$ cat src/rtl/alu_pkg.sv
// Shared definitions for the ALU dispatcher slice: unit selects, logic sub-functions,
// dispatcher state encoding and the select-to-one-hot helper.
package alu_pkg;

  localparam logic [1:0] UNIT_ARITH = 2'b00;
  localparam logic [1:0] UNIT_LOGIC = 2'b01;
  localparam logic [1:0] UNIT_CMP   = 2'b10;
  localparam logic [1:0] UNIT_SHIFT = 2'b11;

  localparam logic [1:0] LOGIC_AND  = 2'b00;
  localparam logic [1:0] LOGIC_OR   = 2'b01;
  localparam logic [1:0] LOGIC_NAND = 2'b10;
  localparam logic [1:0] LOGIC_NOR  = 2'b11;

  typedef enum logic [1:0] {
    StIdle  = 2'b00,
    StIssue = 2'b01,
    StWait  = 2'b10,
    StResp  = 2'b11
  } state_e;

  function automatic logic [3:0] unit_onehot(logic [1:0] sel);
    return 4'b0001 << sel;
  endfunction

endpackage

$ cat src/rtl/alu_op_dispatcher_if.sv
// Bundle of the dispatcher's upstream op stream, unit bus and downstream result stream.
// master is the dispatcher side; slave is the surrounding front end and execution units.
interface alu_op_dispatcher_if #(
  parameter int unsigned width = 16
);
  logic             in_valid;
  logic             in_ready;
  logic [width-1:0] in_A;
  logic [width-1:0] in_B;
  logic [3:0]       in_fun;

  logic [width-1:0] unit_A;
  logic [width-1:0] unit_B;
  logic [1:0]       unit_fun;
  logic [3:0]       unit_en;
  logic [3:0]       unit_flag;
  logic [width-1:0] arith_out;
  logic [width-1:0] logic_out;
  logic [width-1:0] cmp_out;
  logic [width-1:0] shift_out;

  logic             out_valid;
  logic             out_ready;
  logic [width-1:0] out_data;
  logic             out_err;

  modport master (
    input  in_valid, in_A, in_B, in_fun,
    input  unit_flag, arith_out, logic_out, cmp_out, shift_out,
    input  out_ready,
    output in_ready,
    output unit_A, unit_B, unit_fun, unit_en,
    output out_valid, out_data, out_err
  );

  modport slave (
    output in_valid, in_A, in_B, in_fun,
    output unit_flag, arith_out, logic_out, cmp_out, shift_out,
    output out_ready,
    input  in_ready,
    input  unit_A, unit_B, unit_fun, unit_en,
    input  out_valid, out_data, out_err
  );

endinterface

$ cat src/rtl/alu_unit_decode.sv
// Combinational unit decode: select to one-hot enable (only while issuing), plus the
// selected unit's flag and result.
module alu_unit_decode
  import alu_pkg::*;
#(
  parameter int unsigned width = 16
) (
  input  logic [1:0]       sel,
  input  logic             issue,
  input  logic [3:0]       unit_flag,
  input  logic [width-1:0] arith_out,
  input  logic [width-1:0] logic_out,
  input  logic [width-1:0] cmp_out,
  input  logic [width-1:0] shift_out,
  output logic [3:0]       unit_en,
  output logic             flag_sel,
  output logic [width-1:0] result
);

  always_comb begin
    unit_en  = issue ? unit_onehot(sel) : 4'b0000;
    // Only the selected unit's flag matters; the others are masked out here.
    flag_sel = unit_flag[sel];
    result   = arith_out;
    unique case (sel)
      UNIT_ARITH: result = arith_out;
      UNIT_LOGIC: result = logic_out;
      UNIT_CMP:   result = cmp_out;
      UNIT_SHIFT: result = shift_out;
      default:    result = arith_out;
    endcase
  end

endmodule

$ cat src/rtl/alu_op_dispatcher.sv
// Initiator side of the ALU unit interface: accepts one op, issues it to the selected
// unit for one cycle, waits for that unit's flag (bounded by TIMEOUT) and returns the result.
module alu_op_dispatcher
  import alu_pkg::*;
#(
  parameter int unsigned width   = 16,
  parameter int unsigned TIMEOUT = 4
) (
  input logic                 clk,
  input logic                 rst,
  alu_op_dispatcher_if.master bus
);

  localparam int unsigned   CntW    = (TIMEOUT > 1) ? $clog2(TIMEOUT) : 1;
  localparam logic [CntW-1:0] CntLast = CntW'(TIMEOUT - 1);

  state_e state_q, state_d;

  logic [1:0]       sel_q;
  logic [1:0]       unit_fun_q;
  logic [width-1:0] unit_a_q;
  logic [width-1:0] unit_b_q;
  logic [CntW-1:0]  cnt_q, cnt_d;
  logic [width-1:0] out_data_q, out_data_d;
  logic             out_err_q, out_err_d;

  logic             accept;
  logic             issue;
  logic             waiting;
  logic             timed_out;
  logic             flag_sel;
  logic [width-1:0] result;
  logic [3:0]       unit_en;

  alu_unit_decode #(
    .width(width)
  ) u_decode (
    .sel       (sel_q),
    .issue     (issue),
    .unit_flag (bus.unit_flag),
    .arith_out (bus.arith_out),
    .logic_out (bus.logic_out),
    .cmp_out   (bus.cmp_out),
    .shift_out (bus.shift_out),
    .unit_en   (unit_en),
    .flag_sel  (flag_sel),
    .result    (result)
  );

  always_ff @(posedge clk) begin
    if (rst) begin
      state_q <= StIdle;
    end else begin
      state_q <= state_d;
    end
  end

  always_comb begin
    state_d = state_q;
    unique case (state_q)
      StIdle:  if (bus.in_valid) state_d = StIssue;
      StIssue: state_d = StWait;
      StWait:  if (flag_sel || timed_out) state_d = StResp;
      StResp:  if (bus.out_ready) state_d = StIdle;
      default: state_d = StIdle;
    endcase
  end

  // Pure state decode: in_ready has no path from out_ready.
  always_comb begin
    issue         = (state_q == StIssue);
    waiting       = (state_q == StWait);
    accept        = (state_q == StIdle) && bus.in_valid && !rst;
    bus.in_ready  = (state_q == StIdle) && !rst;
    bus.out_valid = (state_q == StResp);
  end

  assign timed_out = (cnt_q == CntLast);

  always_comb begin
    cnt_d      = cnt_q;
    out_data_d = out_data_q;
    out_err_d  = out_err_q;
    if (issue) begin
      cnt_d = '0;
    end else if (waiting) begin
      if (flag_sel) begin
        out_data_d = result;
        out_err_d  = 1'b0;
      end else if (timed_out) begin
        out_data_d = '0;
        out_err_d  = 1'b1;
      end else begin
        cnt_d = cnt_q + CntW'(1);
      end
    end
  end

  always_ff @(posedge clk) begin
    if (rst) begin
      sel_q      <= UNIT_ARITH;
      unit_fun_q <= 2'b00;
      unit_a_q   <= '0;
      unit_b_q   <= '0;
      cnt_q      <= '0;
      out_data_q <= '0;
      out_err_q  <= 1'b0;
    end else begin
      cnt_q      <= cnt_d;
      out_data_q <= out_data_d;
      out_err_q  <= out_err_d;
      // Operands stay held after issue until the next accept.
      if (accept) begin
        sel_q      <= bus.in_fun[3:2];
        unit_fun_q <= bus.in_fun[1:0];
        unit_a_q   <= bus.in_A;
        unit_b_q   <= bus.in_B;
      end
    end
  end

  assign bus.unit_A   = unit_a_q;
  assign bus.unit_B   = unit_b_q;
  assign bus.unit_fun = unit_fun_q;
  assign bus.unit_en  = unit_en;
  assign bus.out_data = out_data_q;
  assign bus.out_err  = out_err_q;

endmodule

$ cat src/flat_wrapper.sv
// flat-port wrapper written by rule: the top's interface ports become plain ports
module alu_op_dispatcher_flat import alu_pkg::*;
#(
  parameter int unsigned width   = 16,
  parameter int unsigned TIMEOUT = 4
)
  (clk, rst, bus_in_valid, bus_in_A, bus_in_B, bus_in_fun, bus_unit_flag, bus_arith_out, bus_logic_out, bus_cmp_out, bus_shift_out, bus_out_ready, bus_in_ready, bus_unit_A, bus_unit_B, bus_unit_fun, bus_unit_en, bus_out_valid, bus_out_data, bus_out_err);
  alu_op_dispatcher_if #(.width(width)) bus_i ();
  input logic clk;
  input logic rst;
  input wire logic [$bits(bus_i.in_valid)-1:0] bus_in_valid;
  input wire logic [$bits(bus_i.in_A)-1:0] bus_in_A;
  input wire logic [$bits(bus_i.in_B)-1:0] bus_in_B;
  input wire logic [$bits(bus_i.in_fun)-1:0] bus_in_fun;
  input wire logic [$bits(bus_i.unit_flag)-1:0] bus_unit_flag;
  input wire logic [$bits(bus_i.arith_out)-1:0] bus_arith_out;
  input wire logic [$bits(bus_i.logic_out)-1:0] bus_logic_out;
  input wire logic [$bits(bus_i.cmp_out)-1:0] bus_cmp_out;
  input wire logic [$bits(bus_i.shift_out)-1:0] bus_shift_out;
  input wire logic [$bits(bus_i.out_ready)-1:0] bus_out_ready;
  output wire logic [$bits(bus_i.in_ready)-1:0] bus_in_ready;
  output wire logic [$bits(bus_i.unit_A)-1:0] bus_unit_A;
  output wire logic [$bits(bus_i.unit_B)-1:0] bus_unit_B;
  output wire logic [$bits(bus_i.unit_fun)-1:0] bus_unit_fun;
  output wire logic [$bits(bus_i.unit_en)-1:0] bus_unit_en;
  output wire logic [$bits(bus_i.out_valid)-1:0] bus_out_valid;
  output wire logic [$bits(bus_i.out_data)-1:0] bus_out_data;
  output wire logic [$bits(bus_i.out_err)-1:0] bus_out_err;
  assign bus_i.in_valid = bus_in_valid;
  assign bus_i.in_A = bus_in_A;
  assign bus_i.in_B = bus_in_B;
  assign bus_i.in_fun = bus_in_fun;
  assign bus_i.unit_flag = bus_unit_flag;
  assign bus_i.arith_out = bus_arith_out;
  assign bus_i.logic_out = bus_logic_out;
  assign bus_i.cmp_out = bus_cmp_out;
  assign bus_i.shift_out = bus_shift_out;
  assign bus_i.out_ready = bus_out_ready;
  assign bus_in_ready = bus_i.in_ready;
  assign bus_unit_A = bus_i.unit_A;
  assign bus_unit_B = bus_i.unit_B;
  assign bus_unit_fun = bus_i.unit_fun;
  assign bus_unit_en = bus_i.unit_en;
  assign bus_out_valid = bus_i.out_valid;
  assign bus_out_data = bus_i.out_data;
  assign bus_out_err = bus_i.out_err;
  alu_op_dispatcher #(.width(width), .TIMEOUT(TIMEOUT)) u_core (.clk(clk), .rst(rst), .bus(bus_i));
endmodule
$ cat config.mk
export PLATFORM = sky130hd
export DESIGN_NAME = alu_op_dispatcher_flat
export DESIGN_NICKNAME = d
export VERILOG_FILES = /design/src/rtl/alu_pkg.sv /design/src/rtl/alu_op_dispatcher_if.sv /design/src/rtl/alu_unit_decode.sv /design/src/rtl/alu_op_dispatcher.sv /design/src/flat_wrapper.sv
export SDC_FILE = /design/constraint.sdc
export NUM_CORES = 1
export LEC_CHECK = 0
export ABC_AREA = 1
export CAP_MARGIN = 20
export CELL_PAD_IN_SITES_DETAIL_PLACEMENT = 0
export CELL_PAD_IN_SITES_GLOBAL_PLACEMENT = 2
export CORE_ASPECT_RATIO = 0.75
export CORE_MARGIN = 3
export CORE_UTILIZATION = 17
export DETAILED_ROUTE_END_ITERATION = 6
export GPL_TIMING_DRIVEN = 0
export PLACE_DENSITY_LB_ADDON = 0.1
export SLEW_MARGIN = 15
export SYNTH_ARGS = -nofsm -noshare
export SYNTH_HDL_FRONTEND = slang
export SYNTH_SLANG_ARGS = --single-unit
$ cat constraint.sdc
create_clock -name clk -period 1.4 [get_ports clk]
set_input_delay 0.28 -clock clk [delete_from_list [all_inputs] [get_ports clk]]
set_output_delay 0.28 -clock clk [all_outputs]
set_load 0.02 [all_outputs]
# --- Word level (Yosys, flattened, before mapping) ---
# Cells that the tools add are included.
totals:
  register_bits: 57
  inputBits: 108
  wordCells: 48
  out_inout_bits: 57
classes:
  n_reduce_logical: 12
  shifts: 1
  eq_ne: 10
  addsub: 1
  bitwise: 3
  mux: 12
  n_lt_le_gt_ge: 1
op_table:
  columns: ["cell", "count"]
  rows:
  - ["case mux 16 bit (4 select lines)", 1]
  - ["2-to-1 mux 16 bit", 2]
  - ["equality test 2 bit (second input constant)", 5]
  - ["AND reduction 3 bit", 3]
  - ["case mux 2 bit (4 select lines)", 1]
  - ["2-to-1 mux 2 bit", 3]
  - ["inequality test 2 bit (second input constant)", 3]
  - ["equality test 2 x 1 -> 1 bit (second input constant)", 2]
  - ["logical NOT 2 bit", 2]
  - ["2-to-1 mux 4 bit", 1]
  - ["left shift 1 x 2 -> 4 bit (first input constant)", 1]
  - ["logical AND 1 bit", 3]
  - ["less-than comparator 2 x 3 -> 1 bit (second input constant)", 1]
  - ["2-to-1 mux 1 bit", 3]
  - ["inverter 1 bit", 3]
  - ["adder 2 x 1 -> 2 bit (second input constant)", 1]
  - ["binary-select mux 1 bit (select 2 bit)", 1]
  - ["nonzero test 2 bit", 1]
  - ["OR reduction 2 bit", 1]
  - ["logical NOT 1 bit", 1]
  - ["logical OR 1 bit", 1]

# --- Logic depth before layout (Yosys ltp) ---
# Gate-level depths: netlist of the first run.
depth:
  ltp_word: 5
  depth_mapped: 10

# --- By module ---
# From an unflattened synthesis of the first run, not the netlist that was laid out.
hier_totals:
  cells_unflattened: 381
  hier_area_um2: 2777.7
by_module_without_submodules:
  columns: ["mod", "seq_area_each_um2", "area_each_um2", "cells_per_inst", "n_inst"]
  rows:
  - ["alu_op_dispatcher", 1141.1, 2188.3, 277, 1]
  - ["alu_unit_decode", 0.0, 589.3, 104, 1]

# --- Worst setup path before layout of the first run ---
# Ideal clock, no wire load.
synth_path:
  path_kind: "register to register"
  from: "register u_core.state_q[1]"
  to: "register u_core.out_data_q[10], in the netlist u_core.bus.out_data[10]"
  stages_incl_launch_ff: 9
  arrival_ns: 1.309
  setup_time_ns: 0.066
  path_slack_ns: 0.024
  synth_period_minus_slack_ns: 1.376
  path_cell_list: "dfxtp_1 > inv_1 > ha_1 > inv_1 > nand2_1 > nor2_4 > buf_6 > nand2_1 > a21oi_2"
synth_via:
  elab_chain_len: 3
  word_cells_on_any_way: 4
  classes_between: "eq/ne: 2; bitwise: 1; reduce/logical: 1"
synth_lines:
  columns: ["element", "line", "text"]
  rows:
  - ["from (decl)", "alu_op_dispatcher.sv:17", "state_e state_q, state_d;"]
  - ["from (signal assigned)", "alu_op_dispatcher.sv:52", "state_q <= StIdle;"]
  - ["from (signal assigned)", "alu_op_dispatcher.sv:54", "state_q <= state_d;"]
  - ["equality test 2 x 1 -> 1 bit", "alu_op_dispatcher.sv:71", "issue = (state_q == StIssue);"]
  - ["inverter 1 bit (no source line)", null, null]
  - ["AND reduction 3 bit (no source line) (*)", null, null]
  - ["to (signal assigned)", "alu_op_dispatcher.sv:110", "out_data_q <= out_data_d;"]
  - ["to (decl)", "alu_op_dispatcher.sv:24", "logic [width-1:0] out_data_q, out_data_d;"]
# Every way passes the cells marked *; elsewhere a longest branch is shown, timed or not.
# A chain may end at the register's enable or synchronous reset.

# --- Worst setup path after layout of the first run ---
layout_path:
  from: "register u_core.state_q[1]"
  to: "output bus_unit_en[1]"
layout_via:
  elab_chain_len: 2
layout_lines:
  columns: ["element", "line", "text"]
  rows:
  - ["equality test 2 x 1 -> 1 bit", "alu_op_dispatcher.sv:71", null]
  - ["2-to-1 mux 4 bit", "alu_unit_decode.sv:21", "unit_en = issue ? unit_onehot(sel) : 4'b0000;"]
  - ["to (decl)", "flat_wrapper.sv:25", "output wire logic [$bits(bus_i.unit_en)-1:0] bus_unit_en;"]
# Every way passes these cells.

==> results.rst, run 1 <==
.. list-table::
   :header-rows: 1

   * - Metric
     - Value
   * - Run status
     - finished, violations left
   * - Failing checks
     - negative setup slack
   * - Total nets after synthesis
     - 489
   * - Deepest clock path buffer count
     - 2
   * - Non-filler instance count after layout
     - 775
   * - Worst stage delay on the critical path
     - 0.35 ns
   * - Number of iterations in the first detailed-routing pass
     - 4
   * - Startpoint of the lowest-slack register-to-register path
     - u_core.state_q[1]
   * - Fraction of the yosys area taken by sequential cells
     - 42.2%
   * - Portion of synthesized cell area occupied by the leading cell type
     - 42.2%
   * - Multiplexer area fraction after synthesis
     - 0%
   * - Clock tree sinks
     - 57
   * - Antenna diodes
     - 0
   * - Flop and latch count out of synthesis
     - 57
   * - Relative slew slack
     - 66.8%
   * - Number of rows created at floorplan
     - 39
   * - Tightest hold margin
     - 0.449 ns
   * - Initial DRC count
     - 86
   * - Total Wirelength
     - 10.7 mm
   * - Clock tree from TritonCTS
     - yes
   * - Slowest CP cell
     - dfxtp_2
   * - Cells along the critical path
     - inv_4 > ha_4 > inv_4 > nor3_2 > buf_4
   * - Hold Path Class
     - flop to flop
   * - Reg-to-reg setup timing slack
     - -0.09 ns
   * - Cell area after layout
     - 5280 um2
   * - Post-place instance area
     - 4600 um2
   * - Maximum fanout along the worst path
     - 5
   * - Hold bufs inserted after CTS
     - 0
   * - Horiz. Die Dim
     - 152 um
   * - Critical path capture point type
     - output port
   * - Die footprint
     - 17500 um2
   * - Worst ir drop on vdd
     - 0.488 mV
   * - Leak pwr
     - 2.37 nW
   * - Cell at the root of the clock tree
     - clkbuf_16
   * - Category of the worst setup path launch point
     - flop
   * - Parity-gate share of the synthesized area counting xor and xnor cells
     - 0%
   * - Share of the cycle needed by the critical path after routing
     - 109%
   * - Final critical delay including setup and external delays
     - 1.53 ns
   * - Setup slack at placement
     - -1.33 ns
   * - Mapped Cells
     - 375
   * - Leading area contributor after synthesis
     - dfxtp_1
   * - Terminus of the critical flop-to-flop path
     - u_core.bus.out_data[12]
   * - Arrival @ worst endpoint
     - 1.25 ns
   * - Slew Viols, Final
     - 0
   * - Unrepaired setup endpoints after global routing
     - yes
   * - Ports
     - 165
   * - Initial antenna violation count
     - 0
   * - Main combinational cell family by area after synthesis
     - simple AND/OR/NAND/NOR gates
   * - Sum Neg Setup Slack
     - -1.37 ns
   * - Number of buffers created by CTS
     - 9
   * - Max Clock Skew
     - 0.00869 ns
   * - Remaining routing DRC violations
     - 0
   * - Per-instance average area after synthesis
     - 7.20 um2
   * - Number of library cell types mapped by synthesis
     - 28
   * - Adder-cell area share of the yosys netlist
     - 2.78%
   * - Die boundary height
     - 115 um
   * - Critical Path Most Common Cell
     - inv_4
   * - Synthesis warning total
     - 0
   * - Critical path origin
     - u_core.state_q[1]
   * - Total via count after detailed routing
     - 3056
   * - Power density over the cells
     - 1470 nW/um2
   * - Wire length per cell
     - 13.8 um
   * - Ranking of synthesized cells by area
     - dfxtp_1, nand2_1, nand3_1, nand4_1, nand2_2
   * - Number of nets still failing antenna checks after routing
     - 0
   * - Max-cap check violation count
     - 0
   * - Layout cells sized above 1
     - 22.3%
   * - Port buffer count
     - 164
   * - Wire length of the first global-routing pass
     - 16.2 mm
   * - Worst-Skew Late Latency
     - 0.32 ns
   * - Compound-gate portion of the synthesized area
     - 6.21%
   * - Required time at the worst-slack endpoint
     - 1.12 ns
   * - Maximum number of pins on one net before global-route repair
     - 11
   * - Total half-perimeter wirelength after legalization and detailed placement
     - 7.94 mm
   * - Vias per cell
     - 3.94
   * - Synth-to-layout area growth
     - 95.4%
   * - Initial Utilization
     - 17.6%
   * - Number of placed instances with taps included
     - 744
   * - Total track usage
     - 12.2%
   * - Startpoint-to-endpoint class of the critical path
     - flop to output port
   * - Final net count
     - 679
   * - Remaining global-route overflow
     - 0
   * - Via count of the first global-routing pass
     - 3057
   * - Setup WS post-layout
     - -0.130 ns
   * - Tightest Pin Transition
     - 0.498 ns
   * - H-tree lvl count
     - 3
   * - Post-Synth Simple-Gate Area
     - 41.9%
   * - Capturing instance or port of the critical path
     - bus_unit_en[1]
   * - Global placement routability congestion
     - 0.699
   * - Area of the mapped netlist
     - 2700 um2
   * - Final number of hold-violating endpoints
     - 0
   * - Depth of the worst register-to-register path
     - 10
   * - Total core area
     - 15400 um2
   * - CTS clk-pin slew, worst paths
     - 0.05 ns
   * - Final count of negative-setup-slack endpoints
     - 22
   * - Maximum frequency from static timing analysis
     - 0.654 GHz
-- kinds of logic after synthesis --
kind of cell | after synthesis
AOI/OAI and AO/OA | 25
adders and majority gates | 6
buffers and inverters | 36
DFF | 57
and+or+nand+nor | 251
-- critical path: cells and delay by family, from the launching register on --
family	cells	cell delay [ns]
buf+inv	3	0.31
fa+ha+maj	1	0.14
flops	1	0.35
simple gates	1	0.13
-- synth_stat cells --
cell type	number
nand2_1	166
dfxtp_1	57
nand3_1	37
nand4_1	17
inv_1	13
nand2_2	13
a21oi_1	10
a21oi_2	9
clkbuf_1	8
nor2_1	7
ha_1	6
buf_2	5
buf_6	3
nor3_1	3
buf_4	2
inv_2	2
nand3_2	2
nor2_2	2
nor2_8	2
o21ai_0	2
o31ai_1	2
a21boi_0	1
buf_1	1
buf_8	1
inv_4	1
nand2_4	1
nor2_4	1
o22ai_1	1
-- cell usage in the layout, fill, tap and decap left out, drive strengths merged, types with 6 or more instances in the layout --
master and count:
nand3 39, a21oi 19, nand2 180, ha 6, clkdlybuf4s50 106, clkbuf 16
nor2 12, dfxtp 57, nand4 17, buf 35, dlygate4sd2 51, inv 16
-- what timing repair did --
item                       in CTS  in global routing
setup buffers                  10                  4
gates cloned                    2                  0
pin swaps                      19                  5
setup endpoints to repair     111                 49
gates resized for setup       155                 24
-- how the worst min path moves through the flow --
stage / from / end / slack (ns) / depth (start not counted)
global placement: u_core.bus.out_err / u_core.bus.out_err / 0.44 / 2
finish: u_core.bus.out_err / u_core.bus.out_err / 0.45 / 2
floorplan: bus_in_A[0] / u_core.bus.unit_A[0] / 0.38 / 2
CTS: u_core.bus.out_err / u_core.bus.out_err / 0.45 / 2
detailed placement: u_core.bus.out_err / u_core.bus.out_err / 0.45 / 2
global route: u_core.bus.unit_B[14] / u_core.bus.unit_B[14] / 0.48 / 2
-- final cells by class --
cell class | instances | area, um2
inverter | 16 | 80.1
tap | 205 | 256
buffer | 19 | 176
multi-input combinational | 282 | 1560
clock buffer | 10 | 229
sequential | 57 | 1150
fill | 1659 | 10100
timing repair buffer | 180 | 1740
clock inverter | 6 | 82.6
-- sequential cells by signal, summed over array words and instances, names as in the netlist --
name / flops
u_core.cnt_q: 2
u_core.state_q: 2
u_core.sel_q: 2
u_core.bus.unit_B: 16
u_core.bus.out_data: 16
u_core.bus.unit_A: 16
u_core.bus.out_err: 1
u_core.bus.unit_fun: 2
-- per-stage QoR --
stage,total power [mW],utilization (%)
after detailed placement,5.03,29.9
final,7.73,34.3
after floorplan,3.72,-
after CTS,7.71,33.6
after global routing,8.25,34.3
after global placement,5.02,29.9
-- per-layer routing --
metal  wire [um]  share of wire (%)  GRT usage (%)  vias to the layer above
met4         119                1.1           3.35                        0
li1            -                  -              -                     1597
met5           0                  0              0                        -
met2        4960                 46           18.7                       75
met1        4960                 46           16.4                     1374
met3         663                6.2           4.10                       10
-- power breakdown --
group	switching, mW	leakage [nW]	internal [mW]
sequential	0.213	0.467	1.94
clock	0.760	0.152	1.55
combinational	1.83	1.75	1.45
(Power assumes the default switching activity.)
==> run 2: changes to the inputs <==
--- a/config.mk
+++ b/config.mk
@@ -11,7 +11,7 @@
 export CELL_PAD_IN_SITES_GLOBAL_PLACEMENT = 2
 export CORE_ASPECT_RATIO = 0.75
 export CORE_MARGIN = 3
-export CORE_UTILIZATION = 17
+export CORE_UTILIZATION = 18
 export DETAILED_ROUTE_END_ITERATION = 6
 export GPL_TIMING_DRIVEN = 0
 export PLACE_DENSITY_LB_ADDON = 0.1
==> constraint.sdc (replaced) <==
create_clock -name clk -period 1.5 [get_ports clk]
set_input_delay 0.3 -clock clk [delete_from_list [all_inputs] [get_ports clk]]
set_output_delay 0.3 -clock clk [all_outputs]
set_load 0.02 [all_outputs]
==> run 2 against run 1 <==
The flow still finishes with violations (negative setup slack); first-iteration DRC count rose by 13%; cell count fell by 1.4%; sequential share of layout area rose by 1.0 points; via count fell by 0.69%; register-to-register slack improved by 0.15 ns; routed wire length fell by 0.20%; power fell by 11%; count of clock-buffer cells in the layout rose by 3; sequential power fell by 8%; clock power fell by 7%; cell area fell by 4.6%; critical path type unchanged; critical endpoint unchanged.
==> results.rst, run 2 (synthesis results as in run 1) <==
.. list-table::
   :header-rows: 1

   * - Metric
     - Value
   * - Tightest Pin Transition
     - 0.598 ns (+0.0994 ns)
   * - Required time at the worst-slack endpoint
     - 1.20 ns (+0.08 ns)
   * - Maximum frequency from static timing analysis
     - 0.648 GHz
   * - Hold Path Class
     - primary input to flop
   * - Total Wirelength
     - 10.7 mm (-0.20%)
   * - Total track usage
     - 12.9% (+0.67 points)
   * - Die footprint
     - 16500 um2 (-5.3%)
   * - Ports
     - 165 (unchanged)
   * - Via count of the first global-routing pass
     - 3019 (-1.2%)
   * - Most common cell after layout, fill and taps aside
     - nand2_1
   * - Cell at the root of the clock tree
     - clkbuf_16
   * - Hold bufs inserted after CTS
     - 0 (unchanged)
   * - Startpoint-to-endpoint class of the critical path
     - flop to output port
   * - CTS clk-pin slew, worst paths
     - 0.05 ns (about the same)
   * - Most frequent cells in the layout
     - nand2_1, clkdlybuf4s50_1, dfxtp_1
   * - Unrepaired setup endpoints after global routing
     - yes
   * - Number of iterations in the first detailed-routing pass
     - 5 (+1)
   * - Total via count after detailed routing
     - 3035 (-0.69%)
   * - Failing checks
     - negative setup slack
   * - Final count of negative-setup-slack endpoints
     - 5 (-77%)
   * - H-tree lvl count
     - 3 (unchanged)
   * - Worst-Skew Late Latency
     - 0.32 ns (about the same)
   * - Worst path bufs/invs
     - 3 (unchanged)
   * - Tightest hold margin
     - 0.446 ns (-0.00395 ns)
   * - Final net count
     - 674 (-0.74%)
   * - Total Power Consumption
     - 6.91 mW (-11%)
   * - Relative slew slack
     - 60.2% (-6.6 points)
   * - Wire length per cell
     - 14.0 um (+1.2%)
   * - Initial DRC count
     - 97 (+13%)
   * - Layout cells sized above 1
     - 17.2% (-5.1 points)
   * - Final number of hold-violating endpoints
     - 0 (unchanged)
   * - Final design utilization
     - 34.5% (+0.17 points)
   * - Arrival @ worst endpoint
     - 1.24 ns (about the same)
   * - Wire length of the first global-routing pass
     - 16.5 mm (+1.9%)
   * - Initial Utilization
     - 18.5% (+0.93 points)
   * - Remaining routing DRC violations
     - 0 (unchanged)
   * - Family with the most delay on the worst path
     - flip-flops
   * - Setup WS post-layout
     - -0.0425 ns (+0.0877 ns)
   * - Max Clock Skew
     - 0.00812 ns (-0.000563 ns)
   * - Cells along the critical path
     - inv_4 > ha_4 > inv_6 > nor3_2 > buf_4
   * - Total half-perimeter wirelength after legalization and detailed placement
     - 8.13 mm (+2.3%)
   * - Antenna diodes
     - 0 (unchanged)
   * - Run status
     - finished, violations left
   * - Number of nets still failing antenna checks after routing
     - 0 (unchanged)
   * - Horiz. Die Dim
     - 147 um (-2.7%)
   * - Global placement routability congestion
     - 0.717 (+2.6%)
   * - Category of the worst setup path launch point
     - flop
   * - Slowest CP cell
     - dfxtp_4
   * - Number of buffers created by CTS
     - 9 (unchanged)
   * - Vias per cell
     - 3.97 (+0.74%)
   * - Worst ir drop on vdd
     - 0.554 mV (+14%)
   * - Die boundary height
     - 112 um (-2.7%)
   * - Power density over the cells
     - 1370 nW/um2 (-6.4%)
   * - Port buffer count
     - 164 (unchanged)
   * - Critical path capture point type
     - output port
   * - Sum Neg Setup Slack
     - -0.147 ns (+1.23 ns)
   * - Maximum number of pins on one net before global-route repair
     - 11 (unchanged)
   * - Final critical delay including setup and external delays
     - 1.54 ns
   * - Maximum fanout along the worst path
     - 5 (unchanged)
   * - Number of rows created at floorplan
     - 38 (-2.6%)
   * - Worst stage delay on the critical path
     - 0.36 ns (about the same)
   * - Share of the cycle needed by the critical path after routing
     - 103%
   * - Slew Viols, Final
     - 0 (unchanged)
   * - Deepest clock path buffer count
     - 2 (unchanged)
   * - Synth-to-layout area growth
     - 86.5%
   * - Remaining global-route overflow
     - 0 (unchanged)
   * - Initial antenna violation count
     - 0 (unchanged)
   * - Leak pwr
     - 2.30 nW (-2.7%)
   * - Total core area
     - 14600 um2 (-5.0%)
   * - Max-cap check violation count
     - 0 (unchanged)
   * - Clock tree sinks
     - 57 (unchanged)
   * - Clock tree from TritonCTS
     - yes
-- run 2: power breakdown --
part	internal [mW]	leakage, nW	switching [mW]
clock	1.45	0.158	0.691
combinational	1.19	1.68	1.60
sequential	1.81	0.466	0.157
total	4.46	2.30	2.45
-- run 2: per-stage QoR --
| step | instance area, um2 | instances | setup WS, ns |
|---|---|---|---|
| 6_report | 5040 | 764 | -0.0425 |
| 3_3_place_gp | 4590 | 739 | -1.25 |
| 5_1_grt | 5040 | 764 | -0.138 |
| 2_1_floorplan | 2700 | 375 | 0.109 |
| 3_5_place_dp | 4590 | 739 | -1.23 |
| 4_1_cts | 4910 | 756 | -0.0858 |
-- run 2: cell type report --
cell class,count,area [um2]
Tap cell,200,250
Fill cell,1584,9560
Sequential cell,57,1150
Timing Repair Buffer,174,1650
Inverter,16,70.1
Clock buffer,13,280
Clock inverter,2,35.0
Multi-Input combinational cell,282,1430
Buffer,20,168
-- run 2: routing by layer --
layer | global-route usage [%] | vias up | routed length, um
met4 | 3.17 | 0 | 64
li1 | - | 1584 | -
met1 | 16.8 | 1377 | 5040
met2 | 19.8 | 70 | 4900
met5 | 0 | - | 0
met3 | 5.41 | 4 | 674
-- run 2: worst paths after layout --
check	startpoint	end	slack (ns)	depth (start not counted)
hold / removal	rst	u_core.cnt_q[0]	0.45	4
hold reg to reg	u_core.bus.out_err	u_core.bus.out_err	0.46	2
setup / recovery	u_core.state_q[1]	bus_unit_en[1]	-0.04	5
setup reg to reg	u_core.state_q[0]	u_core.bus.unit_B[7]	0.06	8
-- run 2: repair_timing --
action / CTS / global route
resized for setup: 112 / 18
cloned: 0 / 1
pin swaps: 1 / 5
setup buffers: 2 / 7
setup endpoints to repair: 111 / 55
endpoints found under the hold margin: 0 / 0
-- run 2: worst reg2reg max path, cell delays in order, from the launching register on --
cell     delay [ns]
dfxtp_4        0.35
inv_2          0.08
ha_2           0.19
nand2_2        0.14
nor2_2         0.15
buf_6          0.16
buf_4          0.19
nand2_1        0.07
nand2_1        0.05
==> run 3: changes to the inputs <==
--- a/config.mk
+++ b/config.mk
@@ -11,7 +11,7 @@
 export CELL_PAD_IN_SITES_GLOBAL_PLACEMENT = 2
 export CORE_ASPECT_RATIO = 0.75
 export CORE_MARGIN = 3
-export CORE_UTILIZATION = 18
+export CORE_UTILIZATION = 20
 export DETAILED_ROUTE_END_ITERATION = 6
 export GPL_TIMING_DRIVEN = 0
 export PLACE_DENSITY_LB_ADDON = 0.1
==> constraint.sdc (replaced) <==
create_clock -name clk -period 1.9 [get_ports clk]
set_input_delay 0.38 -clock clk [delete_from_list [all_inputs] [get_ports clk]]
set_output_delay 0.38 -clock clk [all_outputs]
set_load 0.02 [all_outputs]
==> run 3 against run 2 <==
The flow now finishes without violations; global-route usage is 0.13 points higher; non-clock buffer count fell by 10; sequential power decreased by 22%; worst hold slack gained 0.00076 ns; flip-flop and latch count unchanged; sequential share of layout area is 0.73 points higher; utilization up 2.5 points; via count fell by 1.6%; worst setup slack improved by 0.15 ns; count of clock-buffer cells in the layout decreased by 1; critical path type unchanged; clock power down 26%; first-iteration DRC count down 8.2%.
==> results.rst, run 3 (synthesis results as in run 1) <==
.. list-table::
   :header-rows: 1

   * - Metric
     - Value
   * - Total core area
     - 13100 um2 (-10%)
   * - Hold Path Class
     - flop to flop
   * - Share of the cycle needed by the critical path after routing
     - 94.1%
   * - Initial Utilization
     - 20.6% (+2.1 points)
   * - Setup slack at placement
     - -0.951 ns (+0.281 ns)
   * - Die boundary height
     - 107 um (-4.9%)
   * - Depth of the worst register-to-register path
     - 8 (unchanged)
   * - Worst ir drop on vdd
     - 0.468 mV (-15%)
   * - Most common cell after layout, fill and taps aside
     - nand2_1
   * - Power density over the cells
     - 1070 nW/um2 (-22%)
   * - Leak pwr
     - 1.99 nW (-13%)
   * - Worst-Skew Late Latency
     - 0.32 ns (about the same)
   * - Tightest Pin Transition
     - 0.490 ns (-0.108 ns)
   * - Total via count after detailed routing
     - 2987 (-1.6%)
   * - Antenna diodes
     - 0 (unchanged)
   * - Reg-to-reg setup timing slack
     - 0.29 ns (+0.23 ns)
   * - Post-place instance area
     - 4560 um2 (-0.79%)
   * - Terminus of the critical flop-to-flop path
     - u_core.bus.unit_B[6]
   * - Total track usage
     - 13.0% (+0.13 points)
   * - Unrepaired setup endpoints after global routing
     - no
   * - Number of buffers created by CTS
     - 9 (unchanged)
   * - Wire length per cell
     - 13.0 um (-6.9%)
   * - Initial DRC count
     - 89 (-8.2%)
   * - Final net count
     - 664 (-1.5%)
   * - Tightest hold margin
     - 0.446 ns (+0.000760 ns)
   * - Remaining global-route overflow
     - 0 (unchanged)
   * - Cell at the root of the clock tree
     - clkbuf_16
   * - Remaining routing DRC violations
     - 0 (unchanged)
   * - Via count of the first global-routing pass
     - 3073 (+1.8%)
   * - Relative slew slack
     - 67.3% (+7.2 points)
   * - Final critical delay including setup and external delays
     - 1.79 ns
   * - Max Clock Skew
     - 0.00349 ns (-0.00463 ns)
   * - Setup WS post-layout
     - 0.111 ns (+0.154 ns)
   * - Run status
     - completed
   * - Global placement routability congestion
     - 0.727 (+1.4%)
   * - Vias per cell
     - 4.12 (+3.7%)
   * - Critical path capture point type
     - output port
   * - Die footprint
     - 15000 um2 (-9.5%)
   * - Part of the total power dissipated in combinational logic
     - 39.7% (-0.7 points)
   * - Clock tree sinks
     - 57 (unchanged)
   * - Startpoint of the lowest-slack register-to-register path
     - u_core.state_q[0]
   * - Total Wirelength
     - 9.43 mm (-12%)
   * - Internal cell power
     - 3.39 mW (-24%)
   * - Sequential power share
     - 29.7% (+1.2 points)
   * - Number of fill cells
     - 1371 (-13%)
   * - Sequential standard cell area
     - 1140 um2 (-0.65%)
   * - Worst hold path cell count
     - 2 (-2)
   * - Synth-to-layout area growth
     - 79.5%
   * - Switching share of power
     - 34.6% (-0.83 points)
   * - Ports
     - 165 (unchanged)
   * - CTS clk-pin slew, worst paths
     - 0.05 ns (about the same)
   * - Final number of hold-violating endpoints
     - 0 (unchanged)
   * - Final design utilization
     - 37.0% (+2.5 points)
   * - Layout cells sized above 1
     - 11.9% (-5.3 points)
   * - Total Power Consumption
     - 5.19 mW (-25%)
   * - Cell area after layout
     - 4850 um2 (-3.7%)
   * - Number of rows created at floorplan
     - 36 (-5.3%)
   * - Port buffer count
     - 164 (unchanged)
   * - Arrival @ worst endpoint
     - 1.41 ns (+0.17 ns)
   * - Most frequent cells in the layout
     - nand2_1, clkdlybuf4s50_1, dfxtp_1
   * - Initial antenna violation count
     - 0 (unchanged)
   * - Worst Hold Launch
     - u_core.bus.out_err
   * - Hold bufs inserted after CTS
     - 0 (unchanged)
   * - Slew Viols, Final
     - 0 (unchanged)
   * - Area taken by multi-input logic gates
     - 1380 um2 (-3.8%)
   * - Maximum frequency from static timing analysis
     - 0.559 GHz
   * - Number of iterations in the first detailed-routing pass
     - 4 (-1)
   * - Final count of negative-setup-slack endpoints
     - 0 (-5)
   * - Maximum number of pins on one net before global-route repair
     - 11 (unchanged)
   * - Wire length of the first global-routing pass
     - 15.5 mm (-6.5%)
   * - Sink of the worst hold path
     - u_core.bus.out_err
   * - Max-cap check violation count
     - 0 (unchanged)
   * - Maximum fanout along the worst path
     - 5 (unchanged)
   * - H-tree lvl count
     - 3 (unchanged)
   * - Horiz. Die Dim
     - 140 um (-4.9%)
   * - Non-filler instance count after layout
     - 725 (-5.1%)
   * - Required time at the worst-slack endpoint
     - 1.52 ns (+0.32 ns)
   * - Number of nets still failing antenna checks after routing
     - 0 (unchanged)
   * - Number of placed instances with taps included
     - 710 (-3.9%)
   * - Power share of the clock group
     - 30.6% (-0.5 points)
   * - Deepest clock path buffer count
     - 2 (unchanged)
   * - Switching power
     - 1.80 mW (-27%)
   * - Category of the worst setup path launch point
     - flop
   * - Clock tree from TritonCTS
     - yes
   * - Sum Neg Setup Slack
     - 0 ns (+0.147 ns)
   * - Total half-perimeter wirelength after legalization and detailed placement
     - 7.47 mm (-8.1%)
   * - Startpoint-to-endpoint class of the critical path
     - flop to output port
==> run 3: cell count changes in the layout (fill, tap and decap cells not counted), sizes merged <==
cell           before  now
buf                28   13
clkdlybuf4s15       1    0
clkdlybuf4s50     106  157
dlygate4sd2        51    2
clkbuf             21   24
clkinv              1    2
==> run 3: area by class of cell <==
type	count	share of cell area (%)
buffer	20	2.97
clock buffer	12	5.29
clock inverter	3	0.826
inverter	16	1.29
multi-input combinational	282	28.4
sequential	57	23.5
tap	171	4.41
timing repair buffer	164	33.3
==> run 3: worst max-delay path by stage <==
stage | cells after the start | slack [ns] | end | start
finish | 5 | 0.11 | bus_unit_en[1] | u_core.state_q[1]
global placement | 5 | -0.96 | bus_in_ready | rst
global route | 5 | 0.004 | bus_unit_en[1] | u_core.state_q[1]
CTS | 5 | 0.006 | bus_in_ready | rst
detailed placement | 5 | -0.95 | bus_in_ready | rst
floorplan | 4 | 0.43 | bus_unit_en[0] | u_core.state_q[1]
==> run 3: metal layers <==
metal	global-route usage (%)	share of wire [%]	up-vias
li1	-	-	1562
met1	17.0	47	1327
met2	20.7	46	88
met3	4.46	6.6	10
met4	3.11	0.91	0
met5	0	0	-
==> run 3: power groups by stage <==
stage / combinational (mW) / clock (mW) / sequential, mW
floorplan: 0.970 / 0 / 1.77
global route: 2.30 / 1.72 / 1.57
detailed placement: 2.11 / 0 / 1.56
global placement: 2.12 / 0 / 1.56
finish: 2.06 / 1.59 / 1.54
CTS: 2.10 / 1.66 / 1.54
==> run 3: repair_timing <==
action | in CTS | in global routing
gates cloned | 0 | 0
setup endpoints to repair | 6 | 27
buffers inserted | 0 | 0
resized for setup | 25 | 7
==> run 3: worst max-delay path, stage by stage (launching register included) <==
cell and delay, ns:
dfxtp_1 0.33, inv_1 0.11, ha_1 0.20, inv_2 0.08, nor3_1 0.17, buf_2 0.20
